<file path="config.mk">
export PLATFORM = sky130hd
export DESIGN_NAME = uart_rx_fifo
export DESIGN_NICKNAME = d
export VERILOG_FILES = /design/src/rtl/uart_pkg.sv /design/src/rtl/uart_rx_fifo.sv
export SDC_FILE = /design/constraint.sdc
export NUM_CORES = 1
export LEC_CHECK = 0
export BUFFER_PORTS_ARGS = -buffer_cell sky130_fd_sc_hd__buf_4
export CAP_MARGIN = 20
export CORE_MARGIN = 1.5
export CORE_UTILIZATION = 40
export CTS_CLUSTER_DIAMETER = 80
export DETAILED_ROUTE_END_ITERATION = 10
export GPL_ROUTABILITY_DRIVEN = 0
export GPL_TIMING_DRIVEN = 0
export SYNTH_ARGS = -nofsm -noshare
export SYNTH_HDL_FRONTEND = slang
export SYNTH_SLANG_ARGS = --single-unit
export TNS_END_PERCENT = 20
</file>
<file path="constraint.sdc">
create_clock -name clk -period 4.1 [get_ports clk]
set_input_delay 0.41 -clock clk [delete_from_list [all_inputs] [get_ports clk]]
set_output_delay 0.41 -clock clk [all_outputs]
set_load 0.05 [all_outputs]
</file>
<file path="src/rtl/uart_pkg.sv">
// Shared UART definitions used by the 8N1 receiver and its downstream byte FIFO.
package uart_pkg;

  localparam int UART_DATA_BITS = 8;

  typedef logic [UART_DATA_BITS-1:0] uart_byte_t;

endpackage

</file>
<file path="src/rtl/uart_rx_fifo.sv">
// Receive-side first-word-fall-through byte FIFO placed behind the UART receiver.
// Reports fill level, an almost-full warning and a sticky overrun flag.
module uart_rx_fifo
  import uart_pkg::*;
#(
  parameter int  DATA_BITS   = UART_DATA_BITS,
  parameter int  DEPTH       = 16,
  parameter int  ALMOST_FULL = 12,
  localparam int AW          = $clog2(DEPTH)
) (
  input  logic                 clk,
  input  logic                 rst,
  input  logic                 in_valid,
  input  logic [DATA_BITS-1:0] in_data,
  output logic                 in_ready,
  output logic                 out_valid,
  output logic [DATA_BITS-1:0] out_data,
  input  logic                 out_ready,
  output logic [AW:0]          count,
  output logic                 almost_full,
  output logic                 overrun,
  input  logic                 overrun_clr
);

  localparam logic [AW:0] DEPTH_C = (AW+1)'(DEPTH);
  localparam logic [AW:0] AF_C    = (AW+1)'(ALMOST_FULL);

  logic [DATA_BITS-1:0] mem_q [DEPTH];
  logic [AW-1:0]        wr_ptr_q, wr_ptr_d;
  logic [AW-1:0]        rd_ptr_q, rd_ptr_d;
  logic [AW:0]          count_q, count_d;
  logic                 overrun_q, overrun_d;
  logic                 push, pop;

  // Status comes only from registered count, so in_valid/out_ready never loop back.
  assign in_ready    = (count_q != DEPTH_C);
  assign out_valid   = (count_q != '0);
  assign out_data    = mem_q[rd_ptr_q];
  assign count       = count_q;
  assign almost_full = (count_q >= AF_C);
  assign overrun     = overrun_q;

  assign push = in_valid && in_ready;
  assign pop  = out_valid && out_ready;

  always_comb begin
    wr_ptr_d  = wr_ptr_q;
    rd_ptr_d  = rd_ptr_q;
    count_d   = count_q;
    overrun_d = overrun_q;
    if (push) wr_ptr_d = wr_ptr_q + (AW)'(1);
    if (pop)  rd_ptr_d = rd_ptr_q + (AW)'(1);
    case ({push, pop})
      2'b10:   count_d = count_q + (AW+1)'(1);
      2'b01:   count_d = count_q - (AW+1)'(1);
      default: count_d = count_q;
    endcase
    // A set coinciding with a software clear must not be lost.
    if (in_valid && !in_ready) overrun_d = 1'b1;
    else if (overrun_clr)      overrun_d = 1'b0;
  end

  always_ff @(posedge clk or posedge rst) begin
    if (rst) begin
      wr_ptr_q  <= '0;
      rd_ptr_q  <= '0;
      count_q   <= '0;
      overrun_q <= 1'b0;
    end else begin
      wr_ptr_q  <= wr_ptr_d;
      rd_ptr_q  <= rd_ptr_d;
      count_q   <= count_d;
      overrun_q <= overrun_d;
    end
  end

  always_ff @(posedge clk) begin
    if (push) mem_q[wr_ptr_q] <= in_data;
  end

endmodule

</file>
* Word level (Yosys, flattened, before mapping) *
Memory sizes are Yosys's and may differ from the RTL's.
Index checks and enable logic that the tools add are counted.

word-level totals
  bits in latches = 0
  ROM bits = 0
  register bits after elaboration = 14
  memories = 1
  word-level logic and storage cells = 25
  RAM bits = 128
  input bits = 13
  output and inout port bits = 17

operators by class
  shifts and indexed selects = 0
  order comparisons = 1
  multiply operators = 0
  reductions and logical operators = 7
  bitwise operators = 0
  div/mod/pow operators = 0
  $add $sub $neg = 4
  eq/ne operators = 3
  mux-type cells = 5

memories
  name   words  width  rd ports  clocked after memory_dff  write ports  line                text
  mem_q  16     8      1         0                         1            uart_rx_fifo.sv:28  logic [DATA_BITS-1:0] mem_q [DEPTH];

operator list
  operator                                                                count
  5-bit one-hot mux with 2 select lines                                   1
  4-bit by 1-bit adder with 4-bit output (second input constant)          2
  5-bit by 1-bit adder with 5-bit output (second input constant)          1
  5-bit by 4-bit >= comparator with 1-bit output (second input constant)  1
  5-bit inequality test (second input constant)                           1
  5-bit nonzero test                                                      1
  5-bit by 1-bit subtractor with 5-bit output (second input constant)     1
  1-bit two-way mux                                                       4
  2-bit nonzero test                                                      2
  1-bit logical AND                                                       3
  2-bit by 1-bit == test with 1-bit output (second input constant)        1
  2-bit == test (second input constant)                                   1
  1-bit zero test                                                         1

* Depth between registers and ports, before layout *
Gate-level depths: netlist (run 1).

  word-level depth = 4
  depth in mapped cells = 13
  gate-level depth less buffers = 12

* Worst setup path after synthesis (run 1) *
OpenSTA, ideal clock, no wires.

  path type = reg2reg
  start = reg count_q[0], in the netlist count[0]
  end = reg count_q[4], in the netlist count[4]
  clock period less this slack = 3.408 ns
  path slack = 0.692 ns
  arrival time = 3.265 ns
  stages on the path, launching flop included = 14
  required time = 3.956 ns
  cells stage by stage = dfrtp_1 > nor4_4 > nand2_1 > and2_1 > buf_6 > inv_1 > ha_1 > inv_1 > fa_1 > nor2b_1 > o21ai_0 > nand3_1 > or3b_1 > xnor2_1

on the way
  longest elaborated chain between the ends = 4
  elaborated cells between the ends (all ways) = 10
  classes of those cells = add/sub: 2; eq/ne: 3; mux: 1; reduce/logical: 4

ends and longest elaborated chain
  element                                                                      line                text
  from (decl)                                                                  uart_rx_fifo.sv:31  logic [AW:0] count_q, count_d;
  from (signal assigned)                                                       uart_rx_fifo.sv:72  count_q <= count_d;
  5-bit inequality test *                                                      uart_rx_fifo.sv:36  assign in_ready = (count_q != DEPTH_C);
  net in_ready                                                                 uart_rx_fifo.sv:15  output logic in_ready,
  1-bit logical AND *                                                          uart_rx_fifo.sv:43  assign push = in_valid && in_ready;
  2-bit by 1-bit == test with 1-bit output or 2-bit == test (tied branches)    uart_rx_fifo.sv:53  case ({push, pop})
  5-bit one-hot mux with 2 select lines or 2-bit nonzero test (tied branches)  -

Mark *: on every way through the listed nets, which the timed path passes. The rest lies on a longest branch.
A chain may end at the register's enable or synchronous reset.

* Worst setup path in the final report (run 1) *
  start = reg count_q[0], in the netlist count[0]
  end = reg count_q[4], in the netlist count[4]

on the way
  longest elaborated chain between the ends = 4
  elaborated cells between the ends (all ways) = 10
  classes of those cells = add/sub: 2; eq/ne: 3; mux: 1; reduce/logical: 4

ends and longest elaborated chain
  element
  branches (longest 4 deep; another with 5-bit by 1-bit subtractor with 5-bit output)

Parallel ways; which one is timed is not known.

==> results of run 1 <==
cell usage after synthesis:
library cell / number
xor2_1: 3
mux2_2: 8
nor2b_1: 2
o21ai_0: 21
mux2_4: 1
mux2i_1: 25
buf_6: 5
a22oi_1: 8
a21oi_1: 10
inv_1: 9
ha_1: 9
buf_2: 3
clkbuf_1: 5
a221oi_1: 8
nand2_1: 18
a21o_1: 1
nand4_2: 1
a21o_2: 1
buf_4: 3
mux4_2: 16
xnor2_1: 7
and2_1: 2
edfxtp_1: 128
nor2_1: 12
or3b_1: 1
nand2b_2: 1
buf_1: 2
nor4_4: 1
and2_4: 1
nand2_4: 1
nand2b_1: 2
nor3_1: 4
nand3_1: 3
dfrtp_1: 14
fa_1: 1
worst max-delay path by stage:
stage	to	from	slack [ns]
final	count[4]	count[0]	1.17
after detailed placement	count[4]	count[0]	1.15
after global routing	count[4]	count[0]	0.96
after floorplan	count[4]	count[0]	0.69
after global placement	count[4]	count[0]	1.16
after CTS	count[4]	count[0]	1.14
state kept, by name, summed over array words and instances (netlist names):
signal    flops
wr_ptr_q      4
count         5
rd_ptr_q      4
overrun       1
mem_q       128
through the flow:
stage	cell area (µm²)	cells	worst slack, ns	hold slack (ns)
2_1_floorplan	5842	337	0.6915	0.2992
3_3_place_gp	6285	546	1.161	0.5165
6_report	6942	582	1.172	0.06149
4_1_cts	6942	582	1.141	0.08371
3_5_place_dp	6315	550	1.149	0.5276
5_1_grt	6942	582	0.9645	0.09905
metal layers:
metal	up-vias	part of all wire (%)	track usage, %
met4	0	2.8	8.261
li1	1422	-	-
met5	-	0	0
met2	88	48	27.14
met1	1557	42	22.50
met3	26	6.6	5.403
kinds of logic (layout without fill, tap and decap cells):
kind of cell	count (synthesis)	in the layout	share of synthesized area [%]
compound gates	49	49	5.162
xor+xnor	10	10	1.499
fa+ha+maj	10	10	2.270
buf+inv	27	92	2.634
flops	142	142	71.79
mux	50	50	12.25
simple gates	49	49	4.390
worst max-delay path, stage by stage (launching register included):
cell and delay, ns:
dfrtp_1 0.45, nor4_4 0.36, nand2_1 0.11, and2_1 0.17, buf_6 0.14, inv_1 0.05, ha_1 0.23, inv_1 0.11
fa_1 0.41, nor2b_1 0.11, o21ai_0 0.10, nand3_1 0.09, or3b_1 0.36, xnor2_1 0.13
area by class of cell:
cell class / count / area, µm²
buffer: 18 / 120.1
clock buffer: 18 / 429.2
clock inverter: 14 / 197.7
fill: 1179 / 7101
inverter: 9 / 33.78
multi-input combinational: 168 / 1494
sequential: 142 / 4194
tap: 180 / 225.2
timing repair buffer: 33 / 247.7
report_power, final:
group,internal [W],total (W),switching [W]
clock network,0.00107,0.00163,0.000562
registers,0.00178,0.00188,0.000102
logic,0.000759,0.00209,0.00133
==> metrics.md, run 1 <==
| Metric | Value |
|---|---|
| Clk buf depth | `2` |
| I/O Pins | `30` |
| Layout cells sized above 1 | `roughly 26%` |
| Max-cap viol count | `0` |
| Layout area overhead | `18.83%` |
| Via density | `5.314` |
| Outcome | `complete, no violations` |
| Final worst path period need | `2.928 ns` |
| Worst-Margin Slew | `~0.93 ns` |
| CP required | `4.40 ns` |
| Final Hold Viols | `0` |
| Starting Density | `41.60%` |
| Root Buffer | `clkbuf_16` |
| Largest cells by area after synthesis | `edfxtp_1 (66%), mux4_2 (6.2%), dfrtp_1 (6.0%)` |
| Die height | `123.9 µm` |
| Syn_nets | `360` |
| Mapped Cells | `337` |
| H-tree depth | `4` |
| RSZ-0062 raised after global routing | `no` |
| First-pass GRT wire length | `18,400 µm` |
| Total power | `0.005600 W` |
| Drt total wl | `around 12,000 µm` |
| Syn_area_per_cell | `17.33 µm²` |
| Post-synth cell types | `35` |
| Die W | `between 100 and 150 µm` |
| Crit path launch type | `flop` |
| TNS Setup | `0 ns` |
| Num CTS Buffers | `17` |
| Clk_skew | `0.004776 ns` |
| Iter 0 DRT Violations | `260` |
| YS warnings | `0` |
| Mapped cell area | `5842 µm²` |
| Utilization after layout | `49.43%` |
| Rel. slew slack | `37.87%` |
| Final setup vio count | `0` |
| Hold Path Class | `primary input to async pin` |
| Lkg Pwr | `between 2 and 2.5 nW` |
| Worst R2R Start | `count[0]` |
| Hold_buf cts | `0` |
| Peak VDD IR | `0.0003779 V` |
| Vias | `3,093` |
| Top cell type's share of synthesized area | `65.80%` |
| Final ANT Viol Nets | `0` |
| RR Endpoint | `count[4]` |
| 1st-pass router iterations | `4` |
| Power per cell area | `806.7 nW/µm²` |
| Core area | `roughly 14,000 µm²` |
| Reg clk slew, reported paths | `about 0.060 ns` |
| Worst R2R Path Depth | `13` |
| Post-CTS Setup Bufs | `0` |
| Worst-skew pair later-pin latency | `about 0.41 ns` |
| Port Buffers | `29` |
| Setup CP Type | `flop to flop` |
| Die area | `15,340 µm²` |
| Grt total ovfl | `0` |
| # clock sinks | `between 100 and 150` |
| Final #Nets | `approximately 400` |
| Wire per inst | `21.08 µm` |
| Area leader, netlist | `edfxtp_1` |
| FP Rows | `43` |
| Largest net degree at the start of global routing | `17` |
| Hpwl dp | `8099 µm` |
| Final Cycle Share | `71.41%` |
| Vias in the first global route | `between 3,000 and 4,000` |
| Sequential area share after synthesis | `between 70% and 80%` |
| R2r setup slk | `1.17 ns` |
| Post-route DRC | `0` |
| Synth Register Bits | `142` |
| CTS tree | `built` |
| Fmax | `0.3415 GHz` |
| Commonest non-fill, non-tap cell in the layout | `edfxtp_1` |
| CP Capture Type | `flop` |
| Antenna violations before repair | `0` |
| Max Slew Vio Count | `0` |
| Most frequent cells in the layout | `edfxtp_1 (128), buf_4 (36), mux2i_1 (25)` |
| Crit Path Max Fanout | `9` |
| Global-route usage over all layers | `17.48%` |
| Post-CTS Resized | `0` |
| Crit path DAT | `3.23 ns` |
| N_diodes | `0` |
Note: power is estimated with default switching activity, not from simulation.
==> inputs of run 2 (changes only) <==
Settings changed: ABC_AREA from default to 1.
Clock period 4.1 ns to 2.4 ns, I/O delays scaled along.
==> metrics.md, run 2 <==
| Metric | Value |
|---|---|
| Syn_nets | `650 (+81%)` |
| RSZ-0062 raised after global routing | `yes` |
| Met1 WL | `6834 µm (+32%)` |
| Max-cap viol count | `0 (unchanged)` |
| Area leader, netlist | `edfxtp_1` |
| First-pass GRT wire length | `22,360 µm (+22%)` |
| Final #Nets | `701 (+70%)` |
| Mapped cell area | `6274 µm² (+7.4%)` |
| Clk buf depth | `2 (unchanged)` |
| Most common cell in the synthesized netlist | `nand2_1` |
| TNS Setup | `0 ns (unchanged)` |
| Via density | `4.763 (-10%)` |
| Die area | `16,440 µm² (+7.2%)` |
| Int Power | `0.006070 W (+68%)` |
| Grt total ovfl | `0 (unchanged)` |
| Peak VDD IR | `0.0007767 V (+110%)` |
| Power per cell area | `1344 nW/µm² (+67%)` |
| Count of flip-flops with a built-in enable after synthesis | `128 (unchanged)` |
| Post-route insts no fill | `902 (+55%)` |
| Commonest non-fill, non-tap cell in the layout | `nand2_1` |
| I/O Pins | `30 (unchanged)` |
| Setup CP Type | `flop to primary output` |
| Most frequent cells after synthesis | `nand2_1 (239), edfxtp_1 (128), inv_1 (70)` |
| Lkg Pwr | `3.197 nW (+29%)` |
| Max Slew Vio Count | `0 (unchanged)` |
| Vias in the first global route | `4,173 (+32%)` |
| Vias | `4,296 (+39%)` |
| Crit path DAT | `2.07 ns (-1.16 ns)` |
| Rel. slew slack | `47.16% (+9.3 points)` |
| Switching power | `0.004013 W (+100%)` |
| Crit path launch type | `flop` |
| Worst-skew pair later-pin latency | `0.43 ns (+0.02 ns)` |
| Async set or reset register ratio after synthesis | `9.859% (unchanged)` |
| Reg clk slew, reported paths | `0.06 ns (about the same)` |
| WL met2 | `6444 µm (+8.6%)` |
| # clock sinks | `142 (unchanged)` |
| WHS | `0.07902 ns (+0.01753 ns)` |
| Largest net degree at the start of global routing | `17 (unchanged)` |
| 1st-pass router iterations | `5 (+1)` |
| Design area | `7501 µm² (+8.1%)` |
| Top cell type's share of synthesized area | `61.27% (-4.5 points)` |
| Final setup vio count | `0 (unchanged)` |
| Worst R2R Path Depth | `6 (-7)` |
| FP Rows | `45 (+4.7%)` |
| Wire per inst | `16.09 µm (-24%)` |
| Iter 0 DRT Violations | `367 (+41%)` |
| Starting Density | `41.12% (-0.49 points)` |
| Outcome | `complete, no violations` |
| Crit Path Max Fanout | `10 (+1)` |
| Layout cells sized above 1 | `15.05% (-11 points)` |
| Port Buffers | `29 (unchanged)` |
| Final worst path period need | `2.307 ns` |
| Hold depth | `3` |
| Most frequent cells in the layout | `nand2_1 (237), edfxtp_1 (128), inv_1 (67)` |
| Worst-Margin Slew | `0.7897 ns (-0.1388 ns)` |
| Placed insts | `867 (+58%)` |
| Post-synth cell types | `22 (-37%)` |
| CP Capture Type | `primary output` |
| Die height | `128.2 µm (+3.5%)` |
| Biggest register | `mem_q` |
| Fill cell count | `1,396 (+18%)` |
| Switching share of power | `39.80% (+4.2 points)` |
| Logic gate share of total power | `40.2% (+2.9 points)` |
| Sequential Power Share | `31.7% (-1.9 points)` |
| Top Metal Used | `met4` |
| Final Cycle Share | `96.12%` |
| Drt total wl | `14,510 µm (+18%)` |
| Met3 wire len | `849 µm (+4.7%)` |
| Mapped Cells | `627 (+86%)` |
| Global-route usage over all layers | `18.82% (+1.3 points)` |
| Die W | `128.2 µm (+3.5%)` |
| Layout area overhead | `19.57%` |
| Synth Flop Type | `edfxtp_1` |
| Dpl cell area | `6797 µm² (+7.6%)` |
| CP required | `2.16 ns (-2.24 ns)` |
| Root Buffer | `clkbuf_16` |
| Clk_skew | `0.007438 ns (+0.002662 ns)` |
| Hpwl dp | `9912 µm (+22%)` |
| Largest cells by area after synthesis | `edfxtp_1 (61%), nand2_1 (14%), dfrtp_1 (5.6%)` |
| Clock share of power | `28.1% (-1.0 points)` |
| Fmax | `0.4335 GHz` |
| Largest register FFs | `128 (unchanged)` |
| Num CTS Buffers | `17 (unchanged)` |
| Sequential area share after synthesis | `66.85% (-4.9 points)` |
| N_diodes | `0 (unchanged)` |
| Antenna violations before repair | `0 (unchanged)` |
| Syn_area_per_cell | `10.01 µm² (-42%)` |
| Synth Register Bits | `142 (unchanged)` |
| Hold Path Class | `primary input to flop` |
| H-tree depth | `4 (unchanged)` |
| YS warnings | `0 (unchanged)` |
| Core area | `15,260 µm² (+8.7%)` |
| Final Hold Viols | `0 (unchanged)` |
| Post-route DRC | `0 (unchanged)` |
| CTS tree | `built` |
| Final ANT Viol Nets | `0 (unchanged)` |
[run 2: cell count changes in the layout (fill, tap and decap cells not counted), sizes merged, moves of 9 or more]
cell,previous run,this run
mux2i,25,0
a21oi,10,0
mux2,9,0
nor2,12,70
nand3,3,53
o21ai,21,6
inv,9,73
nand2,19,240
mux4,16,0
[run 2: stage by stage]
stage          setup slack (ns)  utilization (%)  power (W)
2_1_floorplan           -0.2763                -   0.005983
3_3_place_gp             0.2506            44.54   0.007129
3_5_place_dp             0.1832            44.54   0.007191
4_1_cts                 0.01547            48.89    0.01002
5_1_grt                -0.03157            49.16    0.01063
6_report                0.09322            49.16    0.01008
[run 2: worst max-delay path, cell delays in order, from the launching register on]
cell and delay [ns]:
dfrtp_1 0.38, buf_2 0.19, inv_2 0.10, buf_2 0.26, nand2_1 0.08, nand2_1 0.08, nand2_1 0.05, nand3_1 0.08
nand2_1 0.09, nand2_1 0.11, buf_4 0.21
[run 2: timing repair]
| action | 4_1_cts | 5_1_grt |
|---|---|---|
| resized for setup | 0 | 16 |
| hold endpoints to repair | 15 | 0 |
| hold buffers | 2 | 0 |
| setup buffers | 0 | 1 |
| setup endpoints to repair | 0 | 8 |
[run 2: cell type report]
type	instances	area, µm²	area share [%]
sequential	142	4200	56.00
multi-input combinational	391	1742	23.22
clock buffer	22	484.2	6.455
inverter	73	274.0	3.653
tap	211	264.0	3.520
timing repair buffer	32	252.7	3.369
clock inverter	10	158.9	2.118
buffer	21	125.1	1.668
[run 2: power groups by stage]
stage / registers, W / logic (W) / clock network, W
finish: 0.00320 / 0.00406 / 0.00283
floorplan: 0.00337 / 0.00262 / 0
CTS: 0.00320 / 0.00395 / 0.00286
global route: 0.00323 / 0.00444 / 0.00296
global placement: 0.00324 / 0.00389 / 0
detailed placement: 0.00325 / 0.00394 / 0
[run 2: cell families after synthesis]
family	after synthesis	synth area share (%)
AOI/OAI and AO/OA	7	0.5785
DFF	142	66.85
buffers and inverters	94	6.143
adders and majority gates	10	2.114
and+or+nand+nor	367	23.33
xor gates and xnor gates	7	0.9773
[run 2: metal layers]
layer | up-vias | track usage [%]
met5 | - | 0
met4 | 0 | 7.270
met3 | 27 | 5.593
met2 | 120 | 28.24
met1 | 2034 | 25.81
li1 | 2115 | -
[run 2: path summary, 6_finish.rpt]
check | from | endpoint | slack (ns)
max reg2reg | count[3] | mem_q[1][4] | 0.19
max | rd_ptr_q[0] | out_data[6] | 0.09
min | in_valid | overrun | 0.08
min in group asynchronous | rst | count[4] | 0.44
min reg2reg | overrun | overrun | 0.53
max in group asynchronous | rst | count[0] | 1.53
